### src/rtl/wdt_resp_ctrl_if.sv
// Handshake/control bundle between the WDT counter/regfile side and the
// watchdog response controller.
interface wdt_resp_ctrl_if #(
   parameter int CNT_WIDTH     = 32,
   parameter int RST_LEN_WIDTH = 8,
   parameter int RST_CNT_WIDTH = 4
);
   logic                     clk_en;
   logic                     pause;
   logic [CNT_WIDTH-1:0]     cnt_val;
   logic                     restart;
   logic                     eoi_en;
   logic                     warn_clr;
   logic                     cause_clr;
   logic                     resp_mod;
   logic                     win_en;
   logic [CNT_WIDTH-1:0]     win_lo;
   logic [CNT_WIDTH-1:0]     warn_thresh;
   logic [RST_LEN_WIDTH-1:0] rst_pulse_len;
   logic                     wdt_int;
   logic                     warn_int;
   logic                     sys_rst;
   logic [1:0]               rst_cause;
   logic [RST_CNT_WIDTH-1:0] rst_count;

   modport master (
      output clk_en, pause, cnt_val, restart, eoi_en, warn_clr, cause_clr,
             resp_mod, win_en, win_lo, warn_thresh, rst_pulse_len,
      input  wdt_int, warn_int, sys_rst, rst_cause, rst_count
   );

   modport slave (
      input  clk_en, pause, cnt_val, restart, eoi_en, warn_clr, cause_clr,
             resp_mod, win_en, win_lo, warn_thresh, rst_pulse_len,
      output wdt_int, warn_int, sys_rst, rst_cause, rst_count
   );
endinterface

### src/rtl/wdt_resp_ctrl.sv
// Watchdog response controller: turns counter events into warning/timeout
// interrupts and a fixed-length system-reset pulse with sticky cause flags.
module wdt_resp_ctrl #(
   parameter int CNT_WIDTH     = 32,
   parameter int RST_LEN_WIDTH = 8,
   parameter int RST_CNT_WIDTH = 4
) (
   input  logic         clk,
   input  logic         rst_n,
   wdt_resp_ctrl_if.slave bus
);
   typedef enum logic [1:0] {RUN = 2'd0, INT = 2'd1, RST = 2'd2} state_t;

   state_t                   state, state_nxt;
   logic [RST_LEN_WIDTH-1:0] pcnt, len_m1;
   logic                     tmo, warn_hit, win_viol;
   logic                     set_tmo, set_viol, enter_rst, act;
   logic                     wdt_q, warn_q, rst_q;
   logic [1:0]               cause_q;
   logic [RST_CNT_WIDTH-1:0] count_q;

   assign tmo      = (bus.cnt_val == '0) & bus.clk_en & ~bus.pause;
   assign warn_hit = (bus.cnt_val == bus.warn_thresh) & (bus.warn_thresh != '0)
                   & bus.clk_en & ~bus.pause;
   assign win_viol = bus.win_en & bus.restart & (bus.cnt_val > bus.win_lo);
   assign len_m1   = (bus.rst_pulse_len == '0) ? '0 : bus.rst_pulse_len - 1'b1;

   always_comb begin
      state_nxt = state;
      set_tmo   = 1'b0;
      set_viol  = 1'b0;
      case (state)
         RUN: begin
            if (win_viol) begin
               state_nxt = RST;
               set_viol  = 1'b1;
            end else if (tmo && bus.resp_mod) begin
               state_nxt = INT;
            end else if (tmo) begin
               state_nxt = RST;
               set_tmo   = 1'b1;
            end
         end
         INT: begin
            // clear beats a same-cycle second timeout
            if (win_viol) begin
               state_nxt = RST;
               set_viol  = 1'b1;
            end else if (bus.restart || bus.eoi_en) begin
               state_nxt = RUN;
            end else if (tmo) begin
               state_nxt = RST;
               set_tmo   = 1'b1;
            end
         end
         RST: begin
            if (pcnt == len_m1) state_nxt = RUN;
         end
         default: state_nxt = RUN;
      endcase
   end

   assign act       = (state != RST);
   assign enter_rst = act & (state_nxt == RST);

   always_ff @(posedge clk or negedge rst_n) begin
      if (!rst_n) begin
         state <= RUN;
         pcnt  <= '0;
         wdt_q <= 1'b0;
         rst_q <= 1'b0;
      end else begin
         state <= state_nxt;
         wdt_q <= (state_nxt == INT);
         rst_q <= (state_nxt == RST);
         pcnt  <= (state == RST && state_nxt == RST) ? pcnt + 1'b1 : '0;
      end
   end

   always_ff @(posedge clk or negedge rst_n) begin
      if (!rst_n) begin
         warn_q <= 1'b0;
      end else if (act) begin
         if (enter_rst || bus.warn_clr || bus.restart) warn_q <= 1'b0;
         else if (state == RUN && warn_hit)              warn_q <= 1'b1;
      end
   end

   // a same-cycle cause_clr and set leave the new cause and a count of 1
   always_ff @(posedge clk or negedge rst_n) begin
      if (!rst_n) begin
         cause_q <= 2'b00;
         count_q <= '0;
      end else if (act) begin
         if (bus.cause_clr) begin
            cause_q <= {set_viol, set_tmo};
            count_q <= enter_rst ? RST_CNT_WIDTH'(1) : '0;
         end else begin
            cause_q <= cause_q | {set_viol, set_tmo};
            if (enter_rst && count_q != '1) count_q <= count_q + 1'b1;
         end
      end
   end

   assign bus.wdt_int   = wdt_q;
   assign bus.warn_int  = warn_q;
   assign bus.sys_rst   = rst_q;
   assign bus.rst_cause = cause_q;
   assign bus.rst_count = count_q;
endmodule

### src/flat_wrapper.sv
// flat-port wrapper written by rule: the top's interface ports become plain ports
module wdt_resp_ctrl_flat 
#(
   parameter int CNT_WIDTH     = 32,
   parameter int RST_LEN_WIDTH = 8,
   parameter int RST_CNT_WIDTH = 4
)
  (clk, rst_n, bus_clk_en, bus_pause, bus_cnt_val, bus_restart, bus_eoi_en, bus_warn_clr, bus_cause_clr, bus_resp_mod, bus_win_en, bus_win_lo, bus_warn_thresh, bus_rst_pulse_len, bus_wdt_int, bus_warn_int, bus_sys_rst, bus_rst_cause, bus_rst_count);
  wdt_resp_ctrl_if #(.CNT_WIDTH(CNT_WIDTH), .RST_LEN_WIDTH(RST_LEN_WIDTH), .RST_CNT_WIDTH(RST_CNT_WIDTH)) bus_i ();
  input  logic clk;
  input  logic rst_n;
  input wire logic [$bits(bus_i.clk_en)-1:0] bus_clk_en;
  input wire logic [$bits(bus_i.pause)-1:0] bus_pause;
  input wire logic [$bits(bus_i.cnt_val)-1:0] bus_cnt_val;
  input wire logic [$bits(bus_i.restart)-1:0] bus_restart;
  input wire logic [$bits(bus_i.eoi_en)-1:0] bus_eoi_en;
  input wire logic [$bits(bus_i.warn_clr)-1:0] bus_warn_clr;
  input wire logic [$bits(bus_i.cause_clr)-1:0] bus_cause_clr;
  input wire logic [$bits(bus_i.resp_mod)-1:0] bus_resp_mod;
  input wire logic [$bits(bus_i.win_en)-1:0] bus_win_en;
  input wire logic [$bits(bus_i.win_lo)-1:0] bus_win_lo;
  input wire logic [$bits(bus_i.warn_thresh)-1:0] bus_warn_thresh;
  input wire logic [$bits(bus_i.rst_pulse_len)-1:0] bus_rst_pulse_len;
  output wire logic [$bits(bus_i.wdt_int)-1:0] bus_wdt_int;
  output wire logic [$bits(bus_i.warn_int)-1:0] bus_warn_int;
  output wire logic [$bits(bus_i.sys_rst)-1:0] bus_sys_rst;
  output wire logic [$bits(bus_i.rst_cause)-1:0] bus_rst_cause;
  output wire logic [$bits(bus_i.rst_count)-1:0] bus_rst_count;
  assign bus_i.clk_en = bus_clk_en;
  assign bus_i.pause = bus_pause;
  assign bus_i.cnt_val = bus_cnt_val;
  assign bus_i.restart = bus_restart;
  assign bus_i.eoi_en = bus_eoi_en;
  assign bus_i.warn_clr = bus_warn_clr;
  assign bus_i.cause_clr = bus_cause_clr;
  assign bus_i.resp_mod = bus_resp_mod;
  assign bus_i.win_en = bus_win_en;
  assign bus_i.win_lo = bus_win_lo;
  assign bus_i.warn_thresh = bus_warn_thresh;
  assign bus_i.rst_pulse_len = bus_rst_pulse_len;
  assign bus_wdt_int = bus_i.wdt_int;
  assign bus_warn_int = bus_i.warn_int;
  assign bus_sys_rst = bus_i.sys_rst;
  assign bus_rst_cause = bus_i.rst_cause;
  assign bus_rst_count = bus_i.rst_count;
  wdt_resp_ctrl #(.CNT_WIDTH(CNT_WIDTH), .RST_LEN_WIDTH(RST_LEN_WIDTH), .RST_CNT_WIDTH(RST_CNT_WIDTH)) u_core (.clk(clk), .rst_n(rst_n), .bus(bus_i));
endmodule
### config.mk
export PLATFORM = sky130hd
export DESIGN_NAME = wdt_resp_ctrl_flat
export DESIGN_NICKNAME = d
export VERILOG_FILES = /design/src/rtl/wdt_resp_ctrl_if.sv /design/src/rtl/wdt_resp_ctrl.sv /design/src/flat_wrapper.sv
export SDC_FILE = /design/constraint.sdc
export NUM_CORES = 1
export LEC_CHECK = 0
export BUFFER_PORTS_ARGS = -buffer_cell sky130_fd_sc_hd__buf_2
export CORE_MARGIN = 8
export CORE_UTILIZATION = 25
export CTS_BUF_LIST = sky130_fd_sc_hd__clkbuf_4 sky130_fd_sc_hd__clkbuf_8
export DETAILED_ROUTE_END_ITERATION = 7
export GPL_TIMING_DRIVEN = 0
export HOLD_SLACK_MARGIN = 0.05
export SLEW_MARGIN = 0
export SYNTH_ARGS = -nofsm -noshare
export SYNTH_HDL_FRONTEND = slang
export SYNTH_SLANG_ARGS = --single-unit
### constraint.sdc
create_clock -name clk -period 5 [get_ports clk]
set_input_delay 0.5 -clock clk [delete_from_list [all_inputs] [get_ports clk]]
set_output_delay 0.5 -clock clk [all_outputs]
set_load 0.02 [all_outputs]
==> flow_summary_export.csv <==
group,metric,value,unit
run_status,status,"finished, final reports clean",
synth,synth-edff-count,0,
global_route,grt_usage,12.4,%
power_and_ir_drop,power.density,219,mW/mm^2
layout,final-seq-area,475,sq um
setup_path,worstRegToRegCells,8,
global_route,grt_pass1_vias,3183,
sta,fmax,0.356,GHz
setup_path,cp_max_fo,6,
synth,netlist_area,0.00262,sq mm
setup_path,cp-end-kind,"register",
placed_design,gp_congestion,0.889,
layout,multi_input_area,0.00196,sq mm
clocking,clkTransAtPathRegs,0.07,ns
sta,period_share,56.1,%
detailed_routing,firstDrtPassIters,4,
layout,fin_util,33.6,%
floorplan,die_h,118,microns
setup_path,r2r-end,"u_core.pcnt[4]",
placed_design,numPortBuffers,121,
layout,nFillCells,1098,
placed_design,place_worst_setup_slack,1.90,ns
setup_path,critPathKind,"in -> reg",
sta,hold_ws,0.171,ns
synth,yosysSeqAreaShare,18.2,%
floorplan,core_area,0.0102,sq mm
sta,skew,0.00187,ns
flow_run,drv.max_cap_violation_count,0,
clocking,clockBufferDepth,2,
global_route,overflow,0,
floorplan,rows,37,
sta,worst_pin_slew,0.719,ns
clocking,hold_buffers,0,
sta,hold_viol_final,0,
floorplan,ios,123,
detailed_routing,wl_per_cell,15.1,microns
placed_design,hpwl,7950,microns
synth,avgSynthCellArea,8.07,sq um
layout,nets,599,
clocking,htree_levels,1,
sta,min_period,2.81,ns
setup_path,slowest_delay,0.67,ns
synth,synth_warnings,0,
sta,rsz0062_at_grt,"false",
power_and_ir_drop,p_leak,1.68,nW
sta,setup_viol,0,
clocking,numCtsBuffers,3,
layout,design_area,0.00344,sq mm
floorplan,initial_utilization,25.6,%
detailed_routing,drtAntennaViolNets,0,
worst_hold_path,worstHoldPathType,"in -> async",
setup_path,start_kind,"primary input",
clocking,cts_setup_buffers,0,
detailed_routing,postRouteWirelength,8870,microns
setup_path,crit_path_cell_trace,"buf_2 -> ha_1 -> nand4_1 -> or4_1 -> o211ai_1 -> a21oi_1 -> o31ai_1 -> o21bai_1 -> o311a_1",
global_route,antenna_found_initial,1,
setup_path,required,5.14,ns
setup_path,crit_path_top_delay_cell,"o31ai_1",
synth,netlist_instances,324,
synth,synth_seq_cells,19,
floorplan,die_area,0.0140,sq mm
sta,relSlewSlack,51.6,%
detailed_routing,vias_per_cell,4.87,
layout,stdcell_count,586,
setup_path,r2r_start,"u_core.pcnt[4]",
setup_path,r2r_slack,2.57,ns
layout,synthToLayoutAreaGrowth,31.5,%
clocking,clk_latency,0.26,ns
power_and_ir_drop,vdd_drop_max,0.0000952,V
layout,drive_gt1_share,30.3,%
synth,synthArstFlopShare,100,%
placed_design,dp.cells,581,
detailed_routing,drt-initial-drc-count,57,
power_and_ir_drop,power,0.753,mW
clocking,cts_resized,0,
global_route,grt_max_degree,20,
sta,slew_viol_final,0,
detailed_routing,vias,2852,
clocking,root_buffer,"clkbuf_8",
floorplan,die_w,118,microns
clocking,cts_tree,"done",
placed_design,placed_area,0.00339,sq mm
global_route,grt_pass1_wl,14600,microns
clocking,cts_sinks,19,
synth,netlist-cell-type-count,49,
setup_path,crit_arrival,2.95,ns
synth,ys.flop_type,"dfrtp_1",
detailed_routing,route.detailed.drc,0,
sta,timing.setup.tns,0,ns
sta,layout_setup_ws,2.19,ns
synth,postSynthNetCount,473,
cells in the mapped netlist, types with 3 or more instances:
cell type / number / share of area (%)
nor3_1: 4 / 0.77
nor4_1: 22 / 5.3
inv_1: 43 / 6.2
a31oi_1: 3 / 0.72
xnor2_1: 33 / 11
ha_1: 35 / 17
or4_1: 3 / 0.86
nand2_1: 20 / 2.9
nand2b_1: 4 / 0.96
a21oi_1: 17 / 3.3
nor2_1: 18 / 2.6
o211ai_1: 5 / 1.4
o21ai_0: 13 / 2.5
xor2_1: 15 / 5.0
dfrtp_1: 19 / 18
nand4_1: 18 / 4.3
nand3_1: 10 / 1.9
worst max-delay path by stage:
stage	startpoint	cells after the start	slack, ns	endpoint
2_1_floorplan	bus_win_lo[30]	9	2.37	u_core.bus.rst_count[2]
6_report	bus_cnt_val[15]	9	2.19	u_core.bus.rst_count[2]
5_1_grt	bus_cnt_val[15]	9	1.99	u_core.bus.rst_count[2]
4_1_cts	bus_cnt_val[15]	8	2.17	u_core.bus.warn_int
3_3_place_gp	bus_cnt_val[15]	8	1.89	u_core.bus.rst_count[0]
3_5_place_dp	bus_cnt_val[15]	9	1.90	u_core.bus.rst_count[2]
registers in the layout (all words and copies together), names as in the netlist:
signal,count
u_core.bus.rst_cause,2
u_core.bus.rst_count,4
u_core.bus.sys_rst,1
u_core.bus.warn_int,1
u_core.bus.wdt_int,1
u_core.pcnt,8
u_core.state,2
layout by cell type (no fill, tap or decap), types with 2 or more instances in the layout:
cell type / Yosys / layout
and3_1: 2 / 2
nand3_1: 10 / 10
xor2_1: 15 / 15
a2111oi_0: 2 / 2
a21oi_1: 17 / 17
ha_1: 35 / 35
nand2_1: 20 / 20
and2_1: 2 / 2
o21ai_0: 13 / 13
a221oi_1: 2 / 2
nor4_1: 22 / 22
o31ai_1: 2 / 2
xnor2_1: 33 / 33
or4_1: 3 / 3
or4b_2: 2 / 2
buf_2: 0 / 121
nand2b_1: 4 / 4
inv_1: 43 / 43
nor4_4: 2 / 2
a31oi_1: 3 / 3
o211ai_1: 5 / 5
o221ai_1: 2 / 2
nor3_1: 4 / 4
mux2i_1: 2 / 2
clkbuf_8: 0 / 3
dfrtp_1: 19 / 19
clkbuf_1: 2 / 2
nand4_1: 18 / 18
nor2_1: 18 / 18
power by group:
part / internal, mW / total (mW) / leakage, nW / switching, mW
Combinational: 0.176 / 0.403 / 1.41 / 0.227
Clock: 0.0554 / 0.107 / 0.0255 / 0.0515
Sequential: 0.194 / 0.243 / 0.242 / 0.0482
worst max-delay path, delay by kind of cell:
kind                       cells  cell delay, ns
AOI/OAI and AO/OA              5            1.25
and+or+nand+nor                2            0.74
adders and majority gates      1            0.31
buffers and inverters          1            0.13
area by class of cell:
type / instances / area share (%)
diodes: 1 / 0.0728
clock inverters: 1 / 0.146
repair buffers: 121 / 17.6
inverters: 43 / 4.69
clock buffers: 3 / 1.20
plain buffers: 3 / 0.546
flip-flops and latches: 19 / 13.8
multi-input cells: 259 / 57.0
well taps: 136 / 4.95
routing by layer:
metal,GRT usage [%],wire [microns],up-vias
met5,0,0,-
met4,3.44,157,0
met3,3.76,662,15
met2,22.0,4310,110
met1,14.0,3740,1285
li1,-,-,1442
cells by family after synthesis:
group | after synthesis | share of synthesized area [%]
AND/OR/NAND/NOR | 112 | 24.4
AO/OA/AOI/OAI | 62 | 16.9
XOR/XNOR | 48 | 16.1
buffers and inverters | 46 | 6.89
adder cells (fa/ha/maj) | 35 | 16.7
flip-flops | 19 | 18.2
multiplexers | 2 | 0.766
Note: power is estimated with default switching activity, not from simulation.
